## src/rtl/vga_text_pkg.sv

```systemverilog
// ---------------------------------------------------------------------------
// vga_text_pkg
// Shared definitions for the text-mode character RAM writer:
//   - default screen geometry (columns / rows)
//   - control-code byte values interpreted by the writer
//   - writer FSM state type
//   - tab-stop helper
// ---------------------------------------------------------------------------
package vga_text_pkg;

    localparam int VGA_COLS_DEFAULT = 80;
    localparam int VGA_ROWS_DEFAULT = 30;

    localparam logic [7:0] CHAR_BS    = 8'h08;
    localparam logic [7:0] CHAR_TAB   = 8'h09;
    localparam logic [7:0] CHAR_LF    = 8'h0A;
    localparam logic [7:0] CHAR_FF    = 8'h0C;
    localparam logic [7:0] CHAR_CR    = 8'h0D;
    localparam logic [7:0] CHAR_SPACE = 8'h20;

    typedef enum logic [1:0] {
        ST_INIT_CLR = 2'd0,
        ST_IDLE     = 2'd1,
        ST_LINE_CLR = 2'd2
    } writer_state_t;

    // Next multiple of 8 strictly above col; one extra bit so a stop past
    // the last representable column is still visible to the caller.
    function automatic logic [7:0] next_tab_stop(input logic [6:0] col);
        logic [4:0] group;
        group = {1'b0, col[6:3]} + 5'd1;
        return {group, 3'b000};
    endfunction

endpackage

```

## src/rtl/vga_text_fill.sv

```systemverilog
// ---------------------------------------------------------------------------
// vga_text_fill
// Sequential address generator for block fills of the character RAM.
// A start pulse presents start_addr on the same cycle (bypass), so the
// first fill write can be registered by the caller on the start edge;
// afterwards one consecutive address is produced per cycle until len
// addresses have been issued.
//
// Ports:
//   clk25mhz   in   clock, rising edge
//   reset_n    in   asynchronous active-low reset
//   start      in   launch a fill this cycle
//   start_addr in   first address of the fill
//   len        in   number of addresses to produce (>= 1)
//   running    out  a fill launched earlier is still in progress
//   active     out  an address is being issued this cycle
//   addr       out  address issued this cycle (valid when active)
//   done       out  this cycle issues the final address
// ---------------------------------------------------------------------------
module vga_text_fill #(
    parameter int AW = 12
) (
    input  logic          clk25mhz,
    input  logic          reset_n,
    input  logic          start,
    input  logic [AW-1:0] start_addr,
    input  logic [AW:0]   len,
    output logic          running,
    output logic          active,
    output logic [AW-1:0] addr,
    output logic          done
);

    localparam logic [AW-1:0] ADDR_ONE = AW'(1);
    localparam logic [AW:0]   CNT_ONE  = (AW+1)'(1);

    logic          running_r;
    logic [AW-1:0] addr_r;
    logic [AW:0]   remain_r;
    logic [AW:0]   remain_s;

    // Select launch values or the in-flight counters for this cycle.
    always_comb begin
        addr     = addr_r;
        remain_s = remain_r;
        if (start) begin
            addr     = start_addr;
            remain_s = len;
        end else begin
            addr     = addr_r;
            remain_s = remain_r;
        end
        active  = start || running_r;
        done    = active && (remain_s == CNT_ONE);
        running = running_r;
    end

    // Advance address and remaining count while a fill is issuing.
    always_ff @(posedge clk25mhz or negedge reset_n) begin
        if (!reset_n) begin
            running_r <= 1'b0;
            addr_r    <= '0;
            remain_r  <= '0;
        end else if (active) begin
            running_r <= !done;
            addr_r    <= addr + ADDR_ONE;
            remain_r  <= remain_s - CNT_ONE;
        end else begin
            running_r <= 1'b0;
        end
    end

endmodule

```

## src/rtl/vga_text_writer.sv

```systemverilog
// ---------------------------------------------------------------------------
// vga_text_writer
// Producer for the text-mode character RAM. Accepts a byte stream over
// valid/ready, maintains a cursor, writes printable bytes at the cursor and
// performs hardware line-clear / screen-clear fills with 0x20.
//
// Optional feature macro: VGA_TEXT_WRITER_TAB_EN
//   defined   : 0x09 moves the cursor to the next multiple of 8 (no write);
//               if that lands at or past COLS it acts as LF.
//   undefined : 0x09 is an ordinary printable byte.
//
// Ports:
//   clk25mhz   in   clock, rising edge
//   reset_n    in   asynchronous active-low reset
//   char_valid in   input byte valid
//   char_in    in   input byte
//   char_ready out  byte can be accepted this cycle (registered)
//   wr_en      out  character RAM write strobe
//   wr_address out  write address (row*COLS+col)
//   wr_data    out  write data
//   cursor_col out  cursor column
//   cursor_row out  cursor row
//   busy       out  a fill is in progress (inverse of char_ready)
// ---------------------------------------------------------------------------
module vga_text_writer
    import vga_text_pkg::*;
#(
    parameter int COLS = VGA_COLS_DEFAULT,
    parameter int ROWS = VGA_ROWS_DEFAULT,
    parameter int AW   = 12
) (
    input  logic          clk25mhz,
    input  logic          reset_n,
    input  logic          char_valid,
    input  logic [7:0]    char_in,
    output logic          char_ready,
    output logic          wr_en,
    output logic [AW-1:0] wr_address,
    output logic [7:0]    wr_data,
    output logic [6:0]    cursor_col,
    output logic [4:0]    cursor_row,
    output logic          busy
);

    localparam logic [AW-1:0] ADDR_ONE   = AW'(1);
    localparam logic [AW-1:0] COLS_A     = AW'(COLS);
    localparam logic [AW:0]   LINE_LEN   = (AW+1)'(COLS);
    localparam logic [AW:0]   SCREEN_LEN = (AW+1)'(COLS * ROWS);
    localparam logic [6:0]    LAST_COL   = 7'(COLS - 1);
    localparam logic [4:0]    LAST_ROW   = 5'(ROWS - 1);
`ifdef VGA_TEXT_WRITER_TAB_EN
    localparam logic [7:0]    TAB_LIMIT  = 8'(COLS);
`endif

    writer_state_t state_r, state_s;
    logic [6:0]    col_r, col_s;
    logic [4:0]    row_r, row_s;
    logic [AW-1:0] row_base_r, row_base_s;   // row*COLS, tracked incrementally
    logic [AW-1:0] cur_addr_r, cur_addr_s;   // row_base + col
    logic          ready_r, ready_s;
    logic          busy_r;
    logic          wr_en_r, wr_en_s;
    logic [AW-1:0] wr_addr_r, wr_addr_s;
    logic [7:0]    wr_data_r, wr_data_s;

    logic          accept_s;
    logic          newline_s;
    logic [4:0]    next_row_s;
    logic [AW-1:0] next_base_s;
    logic          char_wr_s;
    logic [AW-1:0] char_addr_s;
    logic [7:0]    char_data_s;
`ifdef VGA_TEXT_WRITER_TAB_EN
    logic [7:0]    tab_col_s;
`endif

    logic          fill_start_s;
    logic [AW-1:0] fill_base_s;
    logic [AW:0]   fill_len_s;
    logic          fill_running_s;
    logic          fill_active_s;
    logic [AW-1:0] fill_addr_s;
    logic          fill_done_s;

    vga_text_fill #(
        .AW(AW)
    ) u_fill (
        .clk25mhz  (clk25mhz),
        .reset_n   (reset_n),
        .start     (fill_start_s),
        .start_addr(fill_base_s),
        .len       (fill_len_s),
        .running   (fill_running_s),
        .active    (fill_active_s),
        .addr      (fill_addr_s),
        .done      (fill_done_s)
    );

    // Next-state, cursor update and fill launch decisions.
    always_comb begin
        accept_s     = char_valid && ready_r && (state_r == ST_IDLE);
        next_row_s   = (row_r == LAST_ROW) ? 5'd0 : (row_r + 5'd1);
        next_base_s  = (row_r == LAST_ROW) ? '0 : (row_base_r + COLS_A);
        state_s      = state_r;
        col_s        = col_r;
        row_s        = row_r;
        row_base_s   = row_base_r;
        cur_addr_s   = cur_addr_r;
        char_wr_s    = 1'b0;
        char_addr_s  = cur_addr_r;
        char_data_s  = char_in;
        fill_start_s = 1'b0;
        fill_base_s  = '0;
        fill_len_s   = LINE_LEN;
        newline_s    = 1'b0;
`ifdef VGA_TEXT_WRITER_TAB_EN
        tab_col_s    = next_tab_stop(col_r);
`endif

        case (state_r)
            ST_INIT_CLR: begin
                // Launch (or relaunch after reset) unless already issuing.
                fill_start_s = !fill_running_s;
                fill_base_s  = '0;
                fill_len_s   = SCREEN_LEN;
                if (fill_done_s) begin
                    state_s = ST_IDLE;
                end else begin
                    state_s = ST_INIT_CLR;
                end
            end
            ST_LINE_CLR: begin
                // Reached after a wrapping printable byte: cursor is already
                // on the new row, so clear from its row base.
                fill_start_s = !fill_running_s;
                fill_base_s  = row_base_r;
                fill_len_s   = LINE_LEN;
                if (fill_done_s) begin
                    state_s = ST_IDLE;
                end else begin
                    state_s = ST_LINE_CLR;
                end
            end
            ST_IDLE: begin
                if (accept_s) begin
                    case (char_in)
                        CHAR_LF: begin
                            newline_s = 1'b1;
                        end
                        CHAR_CR: begin
                            col_s      = 7'd0;
                            cur_addr_s = row_base_r;
                        end
                        CHAR_BS: begin
                            if (col_r != 7'd0) begin
                                col_s       = col_r - 7'd1;
                                cur_addr_s  = cur_addr_r - ADDR_ONE;
                                char_wr_s   = 1'b1;
                                char_addr_s = cur_addr_r - ADDR_ONE;
                                char_data_s = CHAR_SPACE;
                            end else begin
                                col_s = col_r;
                            end
                        end
                        CHAR_FF: begin
                            col_s        = 7'd0;
                            row_s        = 5'd0;
                            row_base_s   = '0;
                            cur_addr_s   = '0;
                            fill_start_s = 1'b1;
                            fill_base_s  = '0;
                            fill_len_s   = SCREEN_LEN;
                            state_s      = ST_INIT_CLR;
                        end
`ifdef VGA_TEXT_WRITER_TAB_EN
                        CHAR_TAB: begin
                            if (tab_col_s >= TAB_LIMIT) begin
                                newline_s = 1'b1;
                            end else begin
                                col_s      = tab_col_s[6:0];
                                cur_addr_s = cur_addr_r + AW'(tab_col_s - {1'b0, col_r});
                            end
                        end
`endif
                        default: begin
                            char_wr_s = 1'b1;
                            if (col_r == LAST_COL) begin
                                // Character goes out now; the line clear
                                // launches from ST_LINE_CLR next cycle.
                                col_s      = 7'd0;
                                row_s      = next_row_s;
                                row_base_s = next_base_s;
                                cur_addr_s = next_base_s;
                                state_s    = ST_LINE_CLR;
                            end else begin
                                col_s      = col_r + 7'd1;
                                cur_addr_s = cur_addr_r + ADDR_ONE;
                            end
                        end
                    endcase
                    if (newline_s) begin
                        // LF has no character write, so the clear of the
                        // new row starts on the acceptance edge itself.
                        col_s        = 7'd0;
                        row_s        = next_row_s;
                        row_base_s   = next_base_s;
                        cur_addr_s   = next_base_s;
                        fill_start_s = 1'b1;
                        fill_base_s  = next_base_s;
                        fill_len_s   = LINE_LEN;
                        state_s      = ST_LINE_CLR;
                    end else begin
                        newline_s = 1'b0;
                    end
                end else begin
                    state_s = ST_IDLE;
                end
            end
            default: begin
                state_s = ST_INIT_CLR;
            end
        endcase
    end

    // Merge character and fill writes into the next RAM port values.
    always_comb begin
        wr_en_s   = char_wr_s || fill_active_s;
        wr_addr_s = char_addr_s;
        wr_data_s = char_data_s;
        if (fill_active_s) begin
            wr_addr_s = fill_addr_s;
            wr_data_s = CHAR_SPACE;
        end else begin
            wr_addr_s = char_addr_s;
            wr_data_s = char_data_s;
        end
        // Ready only once the last fill write has left the port.
        ready_s = (state_s == ST_IDLE) && !fill_active_s;
    end

    // State, cursor and registered output update.
    always_ff @(posedge clk25mhz or negedge reset_n) begin
        if (!reset_n) begin
            state_r    <= ST_INIT_CLR;
            col_r      <= 7'd0;
            row_r      <= 5'd0;
            row_base_r <= '0;
            cur_addr_r <= '0;
            ready_r    <= 1'b0;
            busy_r     <= 1'b1;
            wr_en_r    <= 1'b0;
            wr_addr_r  <= '0;
            wr_data_r  <= 8'h00;
        end else begin
            state_r    <= state_s;
            col_r      <= col_s;
            row_r      <= row_s;
            row_base_r <= row_base_s;
            cur_addr_r <= cur_addr_s;
            ready_r    <= ready_s;
            busy_r     <= !ready_s;
            wr_en_r    <= wr_en_s;
            wr_addr_r  <= wr_addr_s;
            wr_data_r  <= wr_data_s;
        end
    end

    assign char_ready = ready_r;
    assign busy       = busy_r;
    assign wr_en      = wr_en_r;
    assign wr_address = wr_addr_r;
    assign wr_data    = wr_data_r;
    assign cursor_col = col_r;
    assign cursor_row = row_r;

endmodule

```

## config.mk

```make
export PLATFORM = sky130hd
export DESIGN_NAME = vga_text_writer
export DESIGN_NICKNAME = d
export VERILOG_FILES = /design/src/rtl/vga_text_pkg.sv /design/src/rtl/vga_text_fill.sv /design/src/rtl/vga_text_writer.sv
export SDC_FILE = /design/constraint.sdc
export NUM_CORES = 1
export LEC_CHECK = 0
export BUFFER_PORTS_ARGS = -buffer_cell sky130_fd_sc_hd__buf_2
export CORE_ASPECT_RATIO = 1.2
export CORE_MARGIN = 1
export CORE_UTILIZATION = 55
export DETAILED_ROUTE_END_ITERATION = 6
export GPL_ROUTABILITY_DRIVEN = 0
export PLACE_DENSITY = 0.85
export SKIP_CTS_REPAIR_TIMING = 1
export SLEW_MARGIN = 20
export SYNTH_ARGS = -nofsm -noshare
export SYNTH_HDL_FRONTEND = slang
export SYNTH_SLANG_ARGS = --single-unit
```

## constraint.sdc

```tcl
create_clock -name clk25mhz -period 3 [get_ports clk25mhz]
set_clock_uncertainty 0.1 [all_clocks]
set_input_delay 0.45 -clock clk25mhz [delete_from_list [all_inputs] [get_ports clk25mhz]]
set_output_delay 0.45 -clock clk25mhz [all_outputs]
set_load 0.03 [all_outputs]
```

== After elaboration in Yosys (flattened, before gate mapping) ==
Index checks and enable logic that the tools add are counted.

* Equality and inequality tests: 13
* Divide/modulo/power cells: 0
* Shift operators: 0
* Mux-type cells: 53
* Add/subtract/negate cells: 8
* Reduce and logical (&&, ||, !) cells: 20
* Magnitude comparators: 0
* Bitwise gates (word level): 0
* Multiply operators: 0

{| class="wikitable"
|+ Operator list
! kind !! number
|-
| 2-to-1 mux 12 bit || 14
|-
| one-hot mux 12 bit (2 select lines) || 2
|-
| one-hot mux 12 bit (4 select lines) || 1
|-
| 2-to-1 mux 8 bit || 5
|-
| 2-to-1 mux 13 bit || 3
|-
| == test 8 x 4 -> 1 bit, second input constant || 4
|-
| one-hot mux 13 bit (2 select lines) || 1
|-
| adder 12 x 1 -> 12 bit, second input constant || 2
|-
| 2-to-1 mux 7 bit || 3
|-
| one-hot mux 7 bit (3 select lines) || 1
|-
| 2-to-1 mux 5 bit || 3
|-
| == test 13 x 1 -> 1 bit, second input constant || 1
|-
| subtractor 13 x 1 -> 13 bit, second input constant || 1
|-
| adder 12 x 7 -> 12 bit, second input constant || 1
|-
| subtractor 12 x 1 -> 12 bit, second input constant || 1
|-
| 2-to-1 mux 1 bit || 11
|-
| one-hot mux 5 bit (2 select lines) || 1
|-
| 2-to-1 mux 2 bit || 4
|-
| AND reduction 4 bit || 2
|-
| adder 7 x 1 -> 7 bit, second input constant || 1
|-
| == test 7 bit, second input constant || 1
|-
| nonzero test 7 bit || 1
|-
| subtractor 7 x 1 -> 7 bit, second input constant || 1
|-
| one-hot mux 2 bit (3 select lines) || 1
|-
| 17 further kinds || 28
|}

* RAM bits: 0
* Latch bits: 0
* Output and inout port bits: 35
* Word-level logic and storage cells: 107
* Input port bits: 11
* Bits in registers: 87
* Bits in read-only memories: 0
* Memories: 0

== Depth between registers and ports, before layout ==
* Depth after elaboration: 15
* Gate-level depth with buffers: 15
* Gate-level depth less buffers: 14

== Modules after synthesis ==
A second synthesis with hierarchy kept.

* Cell total of the unflattened synthesis: 738
* Area, all modules: 6214.7 um^2

{| class="wikitable"
|+ By module, submodules not included
! module !! cells an instance !! seq. area each (um^2) !! instances !! area each (um^2)
|-
| vga_text_writer || 533 || 1527.7 || 1 || 4286.6
|-
| vga_text_fill || 205 || 650.6 || 1 || 1928.1
|}

== Worst setup path after synthesis ==
Ideal clock, no wire load.

* Kind: register -> register
* From: register state_r[0]
* To: register u_fill.addr_r[10]
* Required time: 2806 ps
* Path slack: 113 ps
* Period minus slack after synthesis: 2887 ps
* Cell stages (with the launch flop): 16
* Buffers on the path: 1
* Data arrival time: 2693 ps
* Cell sequence: dfrtp_1 -> inv_1 -> ha_1 -> buf_4 -> nor2_1 -> or3_1 -> a22oi_2 -> a22oi_1 -> inv_1 -> ha_1 -> nand2_1 -> nor3_1 -> a31o_2 -> nand2_1 -> o311a_1 -> a211oi_1

* Cells in the longest elaborated chain, start to end: 6
* Elaborated cells on any way between the ends: 12
* Classes of those cells: 1 x add/sub; 2 x eq/ne; 5 x mux; 4 x reduce/logical

{| class="wikitable"
|+ Ends and longest elaborated chain
! what !! line !! text
|-
| from (decl) || vga_text_writer.sv:55 || <nowiki>writer_state_t state_r, state_s;</nowiki>
|-
| from (signal assigned) || vga_text_writer.sv:255 || <nowiki>state_r <= state_s;</nowiki>
|-
| == test 2 x 1 -> 1 bit || vga_text_writer.sv:101, vga_text_writer.sv:120 ||
|-
| logical AND 1 bit || vga_text_writer.sv:101 || <nowiki>accept_s = char_valid && ready_r && (state_r == ST_IDLE);</nowiki>
|-
| 2-to-1 mux 12 bit / 2-to-1 mux 1 bit (equally long branches) || vga_text_writer.sv:145 || <nowiki>if (accept_s) begin</nowiki>
|-
| one-hot mux 12 bit (2 select lines) / one-hot mux 1 bit (2 select lines) (equally long branches) || vga_text_writer.sv:120 || <nowiki>case (state_r)</nowiki>
|-
| 2-to-1 mux 12 bit || vga_text_fill.sv:46 || <nowiki>if (start) begin</nowiki>
|-
| adder 12 x 1 -> 12 bit || vga_text_fill.sv:66 || <nowiki>addr_r <= addr + ADDR_ONE;</nowiki>
|-
| to (signal assigned) || vga_text_fill.sv:66 ||
|-
| to (decl) || vga_text_fill.sv:38 || <nowiki>logic [AW-1:0] addr_r;</nowiki>
|}

Parallel ways exist; a longest one is shown, timed or not.
A chain may end at the register's enable or synchronous reset.

== Worst setup path after layout ==
Same ends and word-level chain as after synthesis.

==> results.txt <==
- Worst reg2reg endpoint: u_fill.addr_r[10]$_DFFE_PN0P_
- Clock-pin transition on the worst setup and hold timing paths: 0.07 ns
- Htree depth: 3
- The biggest area contributor in the post-synthesis netlist is dfrtp_1.
* Startpoint Class: register
- Final HPWL from detailed placement: 12000 um
- Counting distinct cell types in the post-synthesis netlist gives 83.
* Upper clock frequency limit: 0.337 GHz
- Measured against its own limit, the worst slew margin works out to 0.484.
- The die covers 11000 um2.
* Layout cells sized above 1: 0.183
* Clock latency on the worst-skew pair: 0.36 ns
- Number of antenna-violating nets in the routed design: 0
- Cell with the largest stage delay on the worst path: dfrtp_1
- Maximum clock insertion buffer count: 2
- Outcome: finished, final reports clean
- Port buffering added 45 buffers.
* Antenna cell count: 0
* Worst ir drop on vdd: 0.000531 V
- The net count of the finished layout is 747.
- CTS root buffer: clkbuf_16
- Max_cap viols: 0
- Of the total synthesized cell area, the portion taken by XOR and XNOR cells is 0.0600.
- Worst Setup Path Type: register to register
- Most common cell in the synthesized netlist: nand2_1
- During synthesis, Yosys emitted a total of 0 warnings.
* Die outline width: 96.1 um
- Delay of the slowest critical-path stage: 0.41 ns
- Summing every instance area after synthesis gives 5840 um2.
* Power per unit of standard cell area: 852 nW/um2
- First-pass detailed-route iteration total: 6
- Of the total synthesized cell area, the portion taken by AND, OR, NAND and NOR gates is 0.255.
- In the finished design, the share of the clock period the worst path needs comes to 0.991.
- Most common cell on crit path: nand2_1
- In this run, CTS created clock tree buffers numbering 9.
* Post-synthesis compound-gate area fraction: 0.224
* Detailed router's first-iteration violation count: 573
- Final hold slack: 0.0393 ns
- Worst min-delay path category: primary input to async pin
- Of the total synthesized cell area, the portion taken by full adders, half adders and majority gates is 0.0321.
- Vias in the first global route: 5408
* Commonest cells post-synth: 94 x nand2_1, 86 x dfrtp_1, 54 x nor2_1
- I/O pins: 46
* Final routed DRC violation total: 0
- Syn_area_per_cell: 8.68 um2
- Aggregate global routing overflow: 0
* Number of filler cells placed in the layout: 770
- Reg2reg path depth: 13
- Site row count: 40
- Initial Utilization: 0.575
- Maximum number of pins on one net before global-route repair: 88
- Summing over every cut layer, the via total after detailed routing is 5709.
- In this run, synthesis inferred 0 flip-flops with an integrated enable.
- Slew at the pin closest to its max-slew limit: 0.774 ns
- Average detailed-routed wire length per instance: 20.1 um
* Antenna violations before repair: 0
- Among all flip-flop cells after synthesis, the most frequent one is dfrtp_1.
- After detailed routing, the total wire length is 17100 um.
- The region available for standard cell placement spans 10200 um2.
* Post-layout instance count excluding filler cells: 852
- The clock net in this run drives a total of 87 sinks.
- The number of nets in the synthesized netlist is 699.
- Worst setup slack for register-to-register paths: 0.03 ns
- Of the post-synthesis cell area, the part taken by muxes is 0.0126.
- Compared with the post-synthesis result, the final layout area differs by 15.2%.
- Dominant combinational cell family by area after synthesis: simple AND/OR/NAND/NOR gates
- Summing all flip-flop and latch instances after layout gives 2180 um2.
- Critical path launch point: state_r[0]$_DFF_PN0_
* Die Span Y: 115 um
- Setup violations remaining at the end of the flow were counted as 0.
- Flops & latches, synth: 87
- The share of the Yosys chip area taken by registers is 0.373.
* Mapped Cells: 673
- Together, buffers and inverters on the worst path number 1.
* Largest delay contributor family on the critical path: compound AO/OA/AOI/OAI gates
- Wire length of the first global-routing pass: 27300 um
* Multi-input combinational cell area: 3460 um2
* Unrepaired setup endpoints after global routing: true
* Required time of the worst setup path: 3.17 ns
- Proportion of netlist area held by the largest area contributor: 0.368
- Leakage: 2.87 nW
* Fin. max-slew vios: 0
* Crit path capture type: register
- The critical path goes through inv_1 > ha_1 > and4_4 > nand4_2 > a22oi_2 > a22o_1 > ha_4 > nand2_1 > nor3_2 > a31o_2 > nand2_1 > o311a_1 > a211oi_2.
* Startpoint of the worst register-to-register path: state_r[0]$_DFF_PN0_
- Ranked by total cell area, the synthesized netlist is headed by dfrtp_1 37%, nand2_1 6.0%, xnor2_1 3.7%.
- Counting tap cells, the placed design contains a total of 831 instances.
- In the global route stage, overall resource usage came out at 0.327.
* Final critical path time including I/O delays and setup: 2.97 ns
- TritonCTS built the clock tree.
- Maximum net fanout on the critical path: 4
* FFs w/ async S/R, synth: 1.00
- Final hold violation count: 0
- For the worst setup path, the data arrival time is 3.15 ns.
- After detailed routing, the number of vias per cell comes to 6.70.
## power by group
part           leakage [nW]  switching, mW  internal [mW]
registers              1.10          0.425           1.53
logic                  1.61           1.48          0.997
clock network         0.167          0.487          0.820
total                  2.87           2.39           3.34
## layout by cell type (no fill, tap or decap), drive strengths merged, types with 4 or more instances in the layout
cell / n
a211oi: 6
a21o: 4
a21oi: 40
a221o: 5
a221oi: 5
a22o: 4
a22oi: 6
a31oi: 6
and2: 12
and3: 18
and4: 6
buf: 82
clkbuf: 10
dfrtp: 86
ha: 15
inv: 15
mux2i: 4
nand2: 95
nand2b: 4
nand3: 26
nand4: 10
nor2: 55
nor2b: 7
nor3: 11
nor4: 6
nor4b: 5
o211ai: 7
o21ai: 42
o221ai: 7
o22ai: 9
o31ai: 13
or3: 10
xnor2: 25
xor2: 15
## per-stage QoR
stage	TNS, ns	area (um2)	total power [mW]	setup slack [ns]	util
6_report	0	6730	5.74	0.0282	0.662
5_1_grt	-0.133	6730	6.07	-0.0879	0.662
4_1_cts	-0.0424	6640	5.59	-0.0424	0.653
3_5_place_dp	-0.00596	6290	4.28	-0.00596	0.619
3_3_place_gp	0	6290	4.18	0.148	0.619
2_1_floorplan	0	5840	3.61	0.113	-
## metal layers
| metal | vias to the layer above | GRT usage | share of wire | wire length [um] |
|---|---|---|---|---|
| li1 | 2557 | - | - | - |
| met1 | 2705 | 0.408 | 0.38 | 6570 |
| met2 | 353 | 0.504 | 0.47 | 8070 |
| met3 | 94 | 0.0813 | 0.083 | 1430 |
| met4 | 0 | 0.201 | 0.061 | 1040 |
| met5 | - | 0 | 0 | 0 |
## final cells by class
cell class | count | area share
sequential | 87 | 0.324
inverter | 14 | 0.00781
timing repair buffer | 82 | 0.0794
clock inverter | 6 | 0.0173
multi-input combinational | 527 | 0.514
clock buffer | 10 | 0.0340
tap | 126 | 0.0234
## cell families (layout without fill, tap and decap cells)
group | Yosys count | count (layout)
mux | 7 | 7
xor+xnor | 40 | 40
simple gates | 282 | 282
flops | 87 | 87
buf+inv | 59 | 112
fa+ha+maj | 15 | 15
compound gates | 183 | 183
## how the worst max path moves through the flow
| stage | endpoint | slack [ns] | depth (start not counted) |
|---|---|---|---|
| floorplan | u_fill.addr_r[10]$_DFFE_PN0P_ | 0.11 | 15 |
| global route | u_fill.addr_r[10]$_DFFE_PN0P_ | -0.09 | 13 |
| CTS | u_fill.addr_r[10]$_DFFE_PN0P_ | -0.04 | 14 |
| finish | u_fill.addr_r[10]$_DFFE_PN0P_ | 0.03 | 13 |
| global placement | u_fill.addr_r[10]$_DFFE_PN0P_ | 0.15 | 14 |
| detailed placement | u_fill.addr_r[10]$_DFFE_PN0P_ | -0.006 | 14 |
## sequential cells by signal (all words and copies together), names as in the netlist
signal,count
u_fill.remain_r,13
cur_addr_r,12
row_base_r,12
u_fill.addr_r,12
wr_address,12
wr_data,8
cursor_col,7
cursor_row,5
state_r,2
busy,1
char_ready,1
u_fill.running,1
wr_en,1
## worst reg2reg max path, cell delays in order, from the launching register on
cell,delay [ns]
dfrtp_1,0.41
inv_1,0.10
ha_1,0.31
and4_4,0.23
nand4_2,0.15
a22oi_2,0.27
a22o_1,0.23
ha_4,0.17
nand2_1,0.07
nor3_2,0.11
a31o_2,0.16
nand2_1,0.08
o311a_1,0.31
a211oi_2,0.19
Note: power is estimated with default switching activity, not from simulation.
